--- src/rtl/mem_arbiter_if.sv ---
// Signal bundle between the pipeline requesters, the arbiter and the shared
// memory port. The arbiter uses the master modport and the environment (pipeline
// stages plus the memory slave) uses the slave modport.
interface mem_arbiter_if;
  // Instruction fetch requester
  logic        if_req;
  logic [31:0] if_addr;
  logic [31:0] if_rdata;
  logic        if_ack;
  logic        flush;
  // MEM stage requester
  logic        mem_req;
  logic        mem_we;
  logic [31:0] mem_addr;
  logic [31:0] mem_wdata;
  logic [3:0]  mem_sel;
  logic [31:0] mem_rdata;
  logic        mem_ack;
  // Shared memory port
  logic        bus_req;
  logic        bus_we;
  logic [31:0] bus_addr;
  logic [31:0] bus_wdata;
  logic [3:0]  bus_sel;
  logic [31:0] bus_rdata;
  logic        bus_ack;
  logic        bus_err;
  // Pipeline hold
  logic        stall_req;

  modport master (
    input  if_req, if_addr, flush,
    input  mem_req, mem_we, mem_addr, mem_wdata, mem_sel,
    input  bus_rdata, bus_ack,
    output if_rdata, if_ack, mem_rdata, mem_ack,
    output bus_req, bus_we, bus_addr, bus_wdata, bus_sel, bus_err,
    output stall_req
  );

  modport slave (
    output if_req, if_addr, flush,
    output mem_req, mem_we, mem_addr, mem_wdata, mem_sel,
    output bus_rdata, bus_ack,
    input  if_rdata, if_ack, mem_rdata, mem_ack,
    input  bus_req, bus_we, bus_addr, bus_wdata, bus_sel, bus_err,
    input  stall_req
  );
endinterface

--- src/rtl/mem_arbiter.sv ---
// Two-requester arbiter/sequencer for the single shared memory port.
// Fetch and MEM-stage requests are serialised onto one req/ack bus with a
// per-transfer timeout; fetches killed by flush are drained silently.
module mem_arbiter #(
  parameter int TIMEOUT = 15
) (
  input logic           clk,
  input logic           rst,
  mem_arbiter_if.master arb
);

  typedef enum logic [1:0] {
    IDLE     = 2'd0,
    IF_XFER  = 2'd1,
    MEM_XFER = 2'd2,
    IF_DROP  = 2'd3
  } state_t;

  typedef enum logic {
    GRANT_IF  = 1'b0,
    GRANT_MEM = 1'b1
  } grant_t;

  localparam logic [7:0] TO_LAST = 8'(TIMEOUT - 1);

  state_t      state_q;
  grant_t      last_grant_q;
  logic [7:0]  cnt_q;
  logic [7:0]  cnt_d;
  logic        bus_req_q;
  logic        bus_we_q;
  logic [31:0] bus_addr_q;
  logic [31:0] bus_wdata_q;
  logic [3:0]  bus_sel_q;
  logic        bus_err_q;
  logic        if_ack_q;
  logic [31:0] if_rdata_q;
  logic        mem_ack_q;
  logic [31:0] mem_rdata_q;

  logic        if_elig;
  logic        mem_elig;
  logic        pick_mem;
  logic        timeout_hit;

  // A requester still high during its own ack pulse is not re-granted.
  assign if_elig     = arb.if_req & ~if_ack_q & ~arb.flush;
  assign mem_elig    = arb.mem_req & ~mem_ack_q;
  // MEM has priority unless it also won last time and a fetch is waiting.
  assign pick_mem    = mem_elig & (~if_elig | (last_grant_q == GRANT_IF));
  assign cnt_d       = cnt_q + 8'd1;
  assign timeout_hit = (cnt_q == TO_LAST);

  // Arbitration, transfer sequencing and timeout with registered outputs.
  // NOTE: the reset term is in the sensitivity list so that reset takes effect
  // immediately, independent of the clock.
  always_ff @(posedge clk or posedge rst) begin
    if (rst) begin
      state_q      <= IDLE;
      last_grant_q <= GRANT_IF;
      cnt_q        <= '0;
      bus_req_q    <= 1'b0;
      bus_we_q     <= 1'b0;
      bus_addr_q   <= '0;
      bus_wdata_q  <= '0;
      bus_sel_q    <= '0;
      bus_err_q    <= 1'b0;
      if_ack_q     <= 1'b0;
      if_rdata_q   <= '0;
      mem_ack_q    <= 1'b0;
      mem_rdata_q  <= '0;
    end else begin
      // NOTE: non-blocking assignments throughout; the pulse defaults below are
      // overridden later in the same block, and the last assignment wins.
      if_ack_q  <= 1'b0;
      mem_ack_q <= 1'b0;
      bus_err_q <= 1'b0;

      unique case (state_q)
        IDLE: begin
          if (pick_mem) begin
            bus_req_q    <= 1'b1;
            bus_we_q     <= arb.mem_we;
            bus_addr_q   <= arb.mem_addr;
            bus_wdata_q  <= arb.mem_wdata;
            bus_sel_q    <= arb.mem_sel;
            cnt_q        <= '0;
            last_grant_q <= GRANT_MEM;
            state_q      <= MEM_XFER;
          end else if (if_elig) begin
            bus_req_q    <= 1'b1;
            bus_we_q     <= 1'b0;
            bus_addr_q   <= arb.if_addr;
            bus_wdata_q  <= '0;
            bus_sel_q    <= 4'hF;
            cnt_q        <= '0;
            last_grant_q <= GRANT_IF;
            state_q      <= IF_XFER;
          end
        end

        IF_XFER: begin
          if (arb.bus_ack) begin
            bus_req_q <= 1'b0;
            state_q   <= IDLE;
            if (!arb.flush) begin
              if_ack_q   <= 1'b1;
              if_rdata_q <= arb.bus_rdata;
            end
          end else if (timeout_hit) begin
            bus_err_q <= 1'b1;
            bus_req_q <= 1'b0;
            state_q   <= IDLE;
            if (!arb.flush) begin
              if_ack_q   <= 1'b1;
              if_rdata_q <= '0;
            end
          end else begin
            cnt_q <= cnt_d;
            // Keep bus_req high so the slave can finish the killed fetch.
            if (arb.flush) state_q <= IF_DROP;
          end
        end

        MEM_XFER: begin
          if (arb.bus_ack) begin
            bus_req_q   <= 1'b0;
            state_q     <= IDLE;
            mem_ack_q   <= 1'b1;
            mem_rdata_q <= arb.bus_rdata;
          end else if (timeout_hit) begin
            bus_err_q   <= 1'b1;
            bus_req_q   <= 1'b0;
            state_q     <= IDLE;
            mem_ack_q   <= 1'b1;
            mem_rdata_q <= '0;
          end else begin
            cnt_q <= cnt_d;
          end
        end

        IF_DROP: begin
          if (arb.bus_ack) begin
            bus_req_q <= 1'b0;
            state_q   <= IDLE;
          end else if (timeout_hit) begin
            bus_err_q <= 1'b1;
            bus_req_q <= 1'b0;
            state_q   <= IDLE;
          end else begin
            cnt_q <= cnt_d;
          end
        end

        default: state_q <= IDLE;
      endcase
    end
  end

  // Registered outputs onto the bundle; stall_req is the only combinational one.
  assign arb.bus_req   = bus_req_q;
  assign arb.bus_we    = bus_we_q;
  assign arb.bus_addr  = bus_addr_q;
  assign arb.bus_wdata = bus_wdata_q;
  assign arb.bus_sel   = bus_sel_q;
  assign arb.bus_err   = bus_err_q;
  assign arb.if_ack    = if_ack_q;
  assign arb.if_rdata  = if_rdata_q;
  assign arb.mem_ack   = mem_ack_q;
  assign arb.mem_rdata = mem_rdata_q;
  assign arb.stall_req = (arb.if_req & ~if_ack_q & ~arb.flush) |
                         (arb.mem_req & ~mem_ack_q);

endmodule

--- src/flat_wrapper.sv ---
// flat-port wrapper written by rule: the top's interface ports become plain ports
module mem_arbiter_flat 
#(
  parameter int TIMEOUT = 15
)
  (clk, rst, arb_if_req, arb_if_addr, arb_flush, arb_mem_req, arb_mem_we, arb_mem_addr, arb_mem_wdata, arb_mem_sel, arb_bus_rdata, arb_bus_ack, arb_if_rdata, arb_if_ack, arb_mem_rdata, arb_mem_ack, arb_bus_req, arb_bus_we, arb_bus_addr, arb_bus_wdata, arb_bus_sel, arb_bus_err, arb_stall_req);
  mem_arbiter_if arb_i ();
  input logic clk;
  input logic rst;
  input wire logic [$bits(arb_i.if_req)-1:0] arb_if_req;
  input wire logic [$bits(arb_i.if_addr)-1:0] arb_if_addr;
  input wire logic [$bits(arb_i.flush)-1:0] arb_flush;
  input wire logic [$bits(arb_i.mem_req)-1:0] arb_mem_req;
  input wire logic [$bits(arb_i.mem_we)-1:0] arb_mem_we;
  input wire logic [$bits(arb_i.mem_addr)-1:0] arb_mem_addr;
  input wire logic [$bits(arb_i.mem_wdata)-1:0] arb_mem_wdata;
  input wire logic [$bits(arb_i.mem_sel)-1:0] arb_mem_sel;
  input wire logic [$bits(arb_i.bus_rdata)-1:0] arb_bus_rdata;
  input wire logic [$bits(arb_i.bus_ack)-1:0] arb_bus_ack;
  output wire logic [$bits(arb_i.if_rdata)-1:0] arb_if_rdata;
  output wire logic [$bits(arb_i.if_ack)-1:0] arb_if_ack;
  output wire logic [$bits(arb_i.mem_rdata)-1:0] arb_mem_rdata;
  output wire logic [$bits(arb_i.mem_ack)-1:0] arb_mem_ack;
  output wire logic [$bits(arb_i.bus_req)-1:0] arb_bus_req;
  output wire logic [$bits(arb_i.bus_we)-1:0] arb_bus_we;
  output wire logic [$bits(arb_i.bus_addr)-1:0] arb_bus_addr;
  output wire logic [$bits(arb_i.bus_wdata)-1:0] arb_bus_wdata;
  output wire logic [$bits(arb_i.bus_sel)-1:0] arb_bus_sel;
  output wire logic [$bits(arb_i.bus_err)-1:0] arb_bus_err;
  output wire logic [$bits(arb_i.stall_req)-1:0] arb_stall_req;
  assign arb_i.if_req = arb_if_req;
  assign arb_i.if_addr = arb_if_addr;
  assign arb_i.flush = arb_flush;
  assign arb_i.mem_req = arb_mem_req;
  assign arb_i.mem_we = arb_mem_we;
  assign arb_i.mem_addr = arb_mem_addr;
  assign arb_i.mem_wdata = arb_mem_wdata;
  assign arb_i.mem_sel = arb_mem_sel;
  assign arb_i.bus_rdata = arb_bus_rdata;
  assign arb_i.bus_ack = arb_bus_ack;
  assign arb_if_rdata = arb_i.if_rdata;
  assign arb_if_ack = arb_i.if_ack;
  assign arb_mem_rdata = arb_i.mem_rdata;
  assign arb_mem_ack = arb_i.mem_ack;
  assign arb_bus_req = arb_i.bus_req;
  assign arb_bus_we = arb_i.bus_we;
  assign arb_bus_addr = arb_i.bus_addr;
  assign arb_bus_wdata = arb_i.bus_wdata;
  assign arb_bus_sel = arb_i.bus_sel;
  assign arb_bus_err = arb_i.bus_err;
  assign arb_stall_req = arb_i.stall_req;
  mem_arbiter #(.TIMEOUT(TIMEOUT)) u_core (.clk(clk), .rst(rst), .arb(arb_i));
endmodule
--- config.mk ---
export PLATFORM = sky130hd
export DESIGN_NAME = mem_arbiter_flat
export DESIGN_NICKNAME = d
export VERILOG_FILES = /design/src/rtl/mem_arbiter_if.sv /design/src/rtl/mem_arbiter.sv /design/src/flat_wrapper.sv
export SDC_FILE = /design/constraint.sdc
export NUM_CORES = 1
export LEC_CHECK = 0
export ABC_AREA = 1
export CAP_MARGIN = 20
export CORE_ASPECT_RATIO = 1.5
export CORE_UTILIZATION = 43
export CTS_CLUSTER_SIZE = 28
export DETAILED_ROUTE_END_ITERATION = 6
export PLACE_DENSITY_LB_ADDON = 0.15
export SLEW_MARGIN = 20
export SYNTH_ARGS = -nofsm -noshare
export SYNTH_HDL_FRONTEND = slang
export SYNTH_SLANG_ARGS = --single-unit
--- constraint.sdc ---
create_clock -name clk -period 5.05 [get_ports clk]
set_input_delay 0.7575 -clock clk [delete_from_list [all_inputs] [get_ports clk]]
set_output_delay 0.7575 -clock clk [all_outputs]
set_load 0.02 [all_outputs]
* After elaboration in Yosys (flattened, before gate mapping) *
Index checks and enable logic that the tools add are counted.

operators by class
  add/subtract/negate cells = 1
  eq/ne operators = 12
  multiplexer cells = 42
  bitwise operators = 11
  reduce and logical (&&, ||, !) cells = 11

operators by type and width
  operator                                                                 count
  32-bit two-way mux                                                       10
  8-bit two-way mux                                                        4
  1-bit two-way mux                                                        16
  8-bit case mux with 2 select lines                                       1
  2-bit two-way mux                                                        7
  3-bit by 1-bit inequality test with 1-bit output, second input constant  3
  8-bit by 1-bit adder with 8-bit output, second input constant            1
  8-bit by 4-bit == test with 1-bit output, second input constant          1
  4-bit two-way mux                                                        2
  2-bit inequality test, second input constant                             4
  2-bit case mux with 3 select lines                                       1
  2-bit AND reduction                                                      3
  3-bit AND reduction                                                      2
  1-bit inverter                                                           5
  1-bit AND                                                                4
  2-bit == test, second input constant                                     2
  4-bit by 3-bit inequality test with 1-bit output, second input constant  1
  4-bit AND reduction                                                      1
  2-bit nonzero test                                                       2
  3-bit OR reduction                                                       1
  2-bit by 1-bit == test with 1-bit output, second input constant          1
  2-bit zero test                                                          1
  1-bit bitwise OR                                                         2
  1-bit case mux with 2 select lines                                       1
  2-bit OR reduction                                                       1

word-level totals
  register bits = 148
  output and inout port bits = 138

* Longest topological paths before layout *
  depth after elaboration = 8
  mapped depth = 10
  gate-level depth less buffers = 10

* Worst setup path after synthesis *
OpenSTA, ideal clock, no wires.

  path type = input port to output port
  start point = input arb_mem_req
  end point = output arb_stall_req
  arrival = 1.125 ns
  required time = 4.293 ns
  path slack = 3.167 ns
  stages = 4
  path through = inv_1 > nor2_4 > inv_2 > nand2_2

between the ends
  word-level cells in the longest chain between the ends = 2

RTL lines
  what              RTL line            RTL
  from (decl)       flat_wrapper.sv:13  input wire logic [$bits(arb_i.mem_req)-1:0] arb_mem_req;
  1-bit AND         mem_arbiter.sv:172  (arb.mem_req & ~mem_ack_q);
  1-bit bitwise OR  mem_arbiter.sv:171  assign arb.stall_req = (arb.if_req & ~if_ack_q & ~arb.flush) |
  to (decl)         flat_wrapper.sv:30  output wire logic [$bits(arb_i.stall_req)-1:0] arb_stall_req;

Every way passes these cells.

* Final worst setup path *
Ends and elaborated chain as after synthesis.

==> flow_summary.toml <==
[power]
intPower_mw = 3.69
cellPowerDensity_nw_per_um2 = 604
power_leakage_nw = 4.42
p_sw_frac = 0.378
seqPwrFrac = 0.324
clkPwrFrac = 0.225
vdd_drop_max_v = 0.000293
p_switching_mw = 2.24
power_frac_comb = 0.450

[placed_design]
dpl_cell_area_um2 = 9190
gp_congestion = 0.788
io_buffers = 276
place_inst = 1131
dp_hpwl_mm = 12.2

[critical_path]
timing.rr.end = "u_core.arb.mem_rdata[29]"
regToRegSetupSlack_ps = 2410
start_kind = "input port"
reg2regPathDepth = 8
crit_cells = 6
cp_cell_sequence = "clkdlybuf4s50_1 -> inv_1 -> nor2_4 -> inv_2 -> nand2_2 -> clkdlybuf4s50_1"
cpLargestDelayFamily = "buffers and inverters"
crit_slowest_cell = "clkdlybuf4s50_1"
r2r_start = "u_core.cnt_q[0]"
path_max_fanout = 16
cp_data_arrival_time_ps = 2450
crit_type = "in2out"
required_ps = 4290
endpoint_kind = "output port"
crit_path_frequent_cell = "clkdlybuf4s50_1"
worst-path-buf-inv = 4
cp_slowest_stage_delay_ps = 630

[min_path]
hold-path-cell-count = 2
hp-class = "reg2reg"
min_from = "u_core.arb.bus_wdata[20]"
hold_end = "u_core.arb.bus_wdata[20]"

[route]
vias = 5630
ant_nets = 0
drt_iter0_markers = 217
dr.pass1.iters = 5
wl_per_cell_um = 15.2
viasPerCell = 4.84
drcViolationCount = 0
wirelength_mm = 17.6

[clocking]
postCtsHoldBufs = 0
htreeDepth = 4
clk_pin_slew_worst_paths_ps = 60
clock_path_buffers = 2
cts_buffers = 17
ctsResizeCount = 0
root_buffer = "clkbuf_16"
cts_tree = "built"
worstSkewPairLatency_ps = 410
cts_sinks = 148
postCtsSetupRepairBufs = 0

[cells_and_area]
drive_gt1_frac = 0.105
syn2layout_area_growth_pct = 52.7
post-route-util = 0.673
nets = 1095
final_area_um2 = 9820
stdcell_count = 1163
diodes = 0
fillerInstances = 1202

[global_routing]
grt_pass1_vias = 5556
overflow = 0
grt_pass1_wl_mm = 27.3
grt_max_degree = 97
antenna_found_initial = 0
track_usage = 0.228

[floorplan]
die_h_um = 152
num_io_pins = 277
start_util = 0.441
design.core.area_um2 = 14600
dieArea_um2 = 15500
die_x_um = 102
rows = 54

[sta]
setup_viol = 0
tns_ps = 0
finalCriticalPeriod_ps = 3200
slew_headroom = 0.346
rsz0062_at_grt = "no"
tightest_slew_ps = 980
fmax_ghz = 0.312
fin_crit_sh = 0.634
hold_violations = 0
slew_viol_final = 0
fin_worst_skew_ps = 12.7

[flow_run]
maxCapViolCount = 0

[run_status]
status = "finished clean"

[logic_synthesis]
yosys_warnings = 0
syn-num-nets = 835
synth.avg_cell_area_um2 = 9.27
syn_inst = 694
synth_seq_cells = 148
netlist_area_um2 = 6430
ys_seq_area_frac = 0.576
synthDistinctLibCells = 27
==> placed cells by master (no fill, tap or decap), types with 6 or more instances in the layout <==
| master | Yosys | layout |
|---|---|---|
| nand3_1 | 48 | 48 |
| nand4_1 | 6 | 6 |
| clkdlybuf4s50_1 | 0 | 276 |
| nor2_1 | 45 | 45 |
| o21ai_2 | 46 | 46 |
| a21oi_1 | 64 | 64 |
| inv_1 | 20 | 19 |
| o21ai_1 | 19 | 19 |
| buf_4 | 5 | 8 |
| clkbuf_16 | 0 | 17 |
| nand2_1 | 229 | 228 |
| dfrtp_1 | 148 | 148 |
==> worst register-to-register path, stage by stage, from the launching register on <==
cell      delay (ps)
dfrtp_1          390
inv_1            100
ha_1             170
nand3_1          160
o21bai_4         220
nand3_2          760
buf_4            570
nand2_1          110
o21ai_2           50
==> flip-flops by register name (all words and copies together) (netlist names) <==
| register | cells |
|---|---|
| u_core.arb.bus_addr | 32 |
| u_core.arb.bus_we | 1 |
| u_core.arb.bus_wdata | 32 |
| u_core.arb.if_ack | 1 |
| u_core.arb.if_rdata | 32 |
| u_core.last_grant_q | 1 |
| u_core.cnt_q | 8 |
| u_core.arb.bus_req | 1 |
| u_core.arb.bus_sel | 4 |
| u_core.arb.bus_err | 1 |
| u_core.arb.mem_ack | 1 |
| u_core.arb.mem_rdata | 32 |
| u_core.state_q | 2 |
==> how the worst max path moves through the flow <==
| stage | startpoint | to | slack, ps |
|---|---|---|---|
| 5_1_grt | arb_mem_req | arb_stall_req | 1780 |
| 2_1_floorplan | rst | u_core.arb.bus_addr[0] | 310 |
| 6_report | arb_mem_req | arb_stall_req | 1850 |
| 3_3_place_gp | arb_flush | u_core.arb.bus_addr[2] | 1670 |
| 4_1_cts | arb_mem_req | arb_stall_req | 1850 |
| 3_5_place_dp | arb_flush | u_core.arb.bus_addr[13] | 1630 |
==> logic make-up after synthesis <==
logic type / after synthesis / synth area share
fa+ha+maj: 2 / 0.00389
flops: 148 / 0.576
compound gates: 138 / 0.140
simple gates: 339 / 0.218
buf+inv: 67 / 0.0628
==> power by group through the flow <==
stage,combinational [mW],sequential [mW],clock (mW)
after global placement,2.67,1.92,0
after global routing,2.89,1.98,1.41
after detailed placement,2.69,1.93,0
after CTS,2.71,1.92,1.37
after floorplan,0.926,2.49,0
final,2.67,1.92,1.34
==> per-layer routing <==
| layer | global-route usage | vias up | routed length [um] |
|---|---|---|---|
| li1 | - | 2786 | - |
| met1 | 0.268 | 2614 | 7090 |
| met2 | 0.394 | 203 | 9040 |
| met3 | 0.0610 | 27 | 1110 |
| met4 | 0.0879 | 0 | 385 |
| met5 | 0 | - | 0 |
==> final cells by class <==
type | count | area, um2 | share of cell area
well taps | 196 | 245 | 0.0250
flip-flops and latches | 148 | 3700 | 0.377
clock buffers | 18 | 429 | 0.0437
inverters | 24 | 95.1 | 0.00968
repair buffers | 284 | 2820 | 0.287
clock inverters | 14 | 201 | 0.0205
multi-input cells | 479 | 2330 | 0.237
==> stage by stage <==
stage	total power, mW	hold slack, ps	worst slack (ps)
2_1_floorplan	3.41	462	313
3_3_place_gp	4.59	460	1670
3_5_place_dp	4.63	464	1630
4_1_cts	6.00	481	1850
5_1_grt	6.29	492	1780
6_report	5.94	477	1850
==> synth_stat cells, drive strengths merged <==
master / count / area, um2
o211ai: 1 / 7.51
buf: 32 / 273
nand4: 7 / 50.1
o21ai: 66 / 503
nor2: 48 / 198
ha: 2 / 25.0
inv: 24 / 90.1
nand2: 232 / 878
clkbuf: 11 / 41.3
a21oi: 64 / 320
o22a: 4 / 35.0
nand3: 51 / 270
nor3: 1 / 5.00
o22ai: 1 / 6.26
o21bai: 2 / 26.3
dfrtp: 148 / 3700
Power figures use the tool's default switching activity.
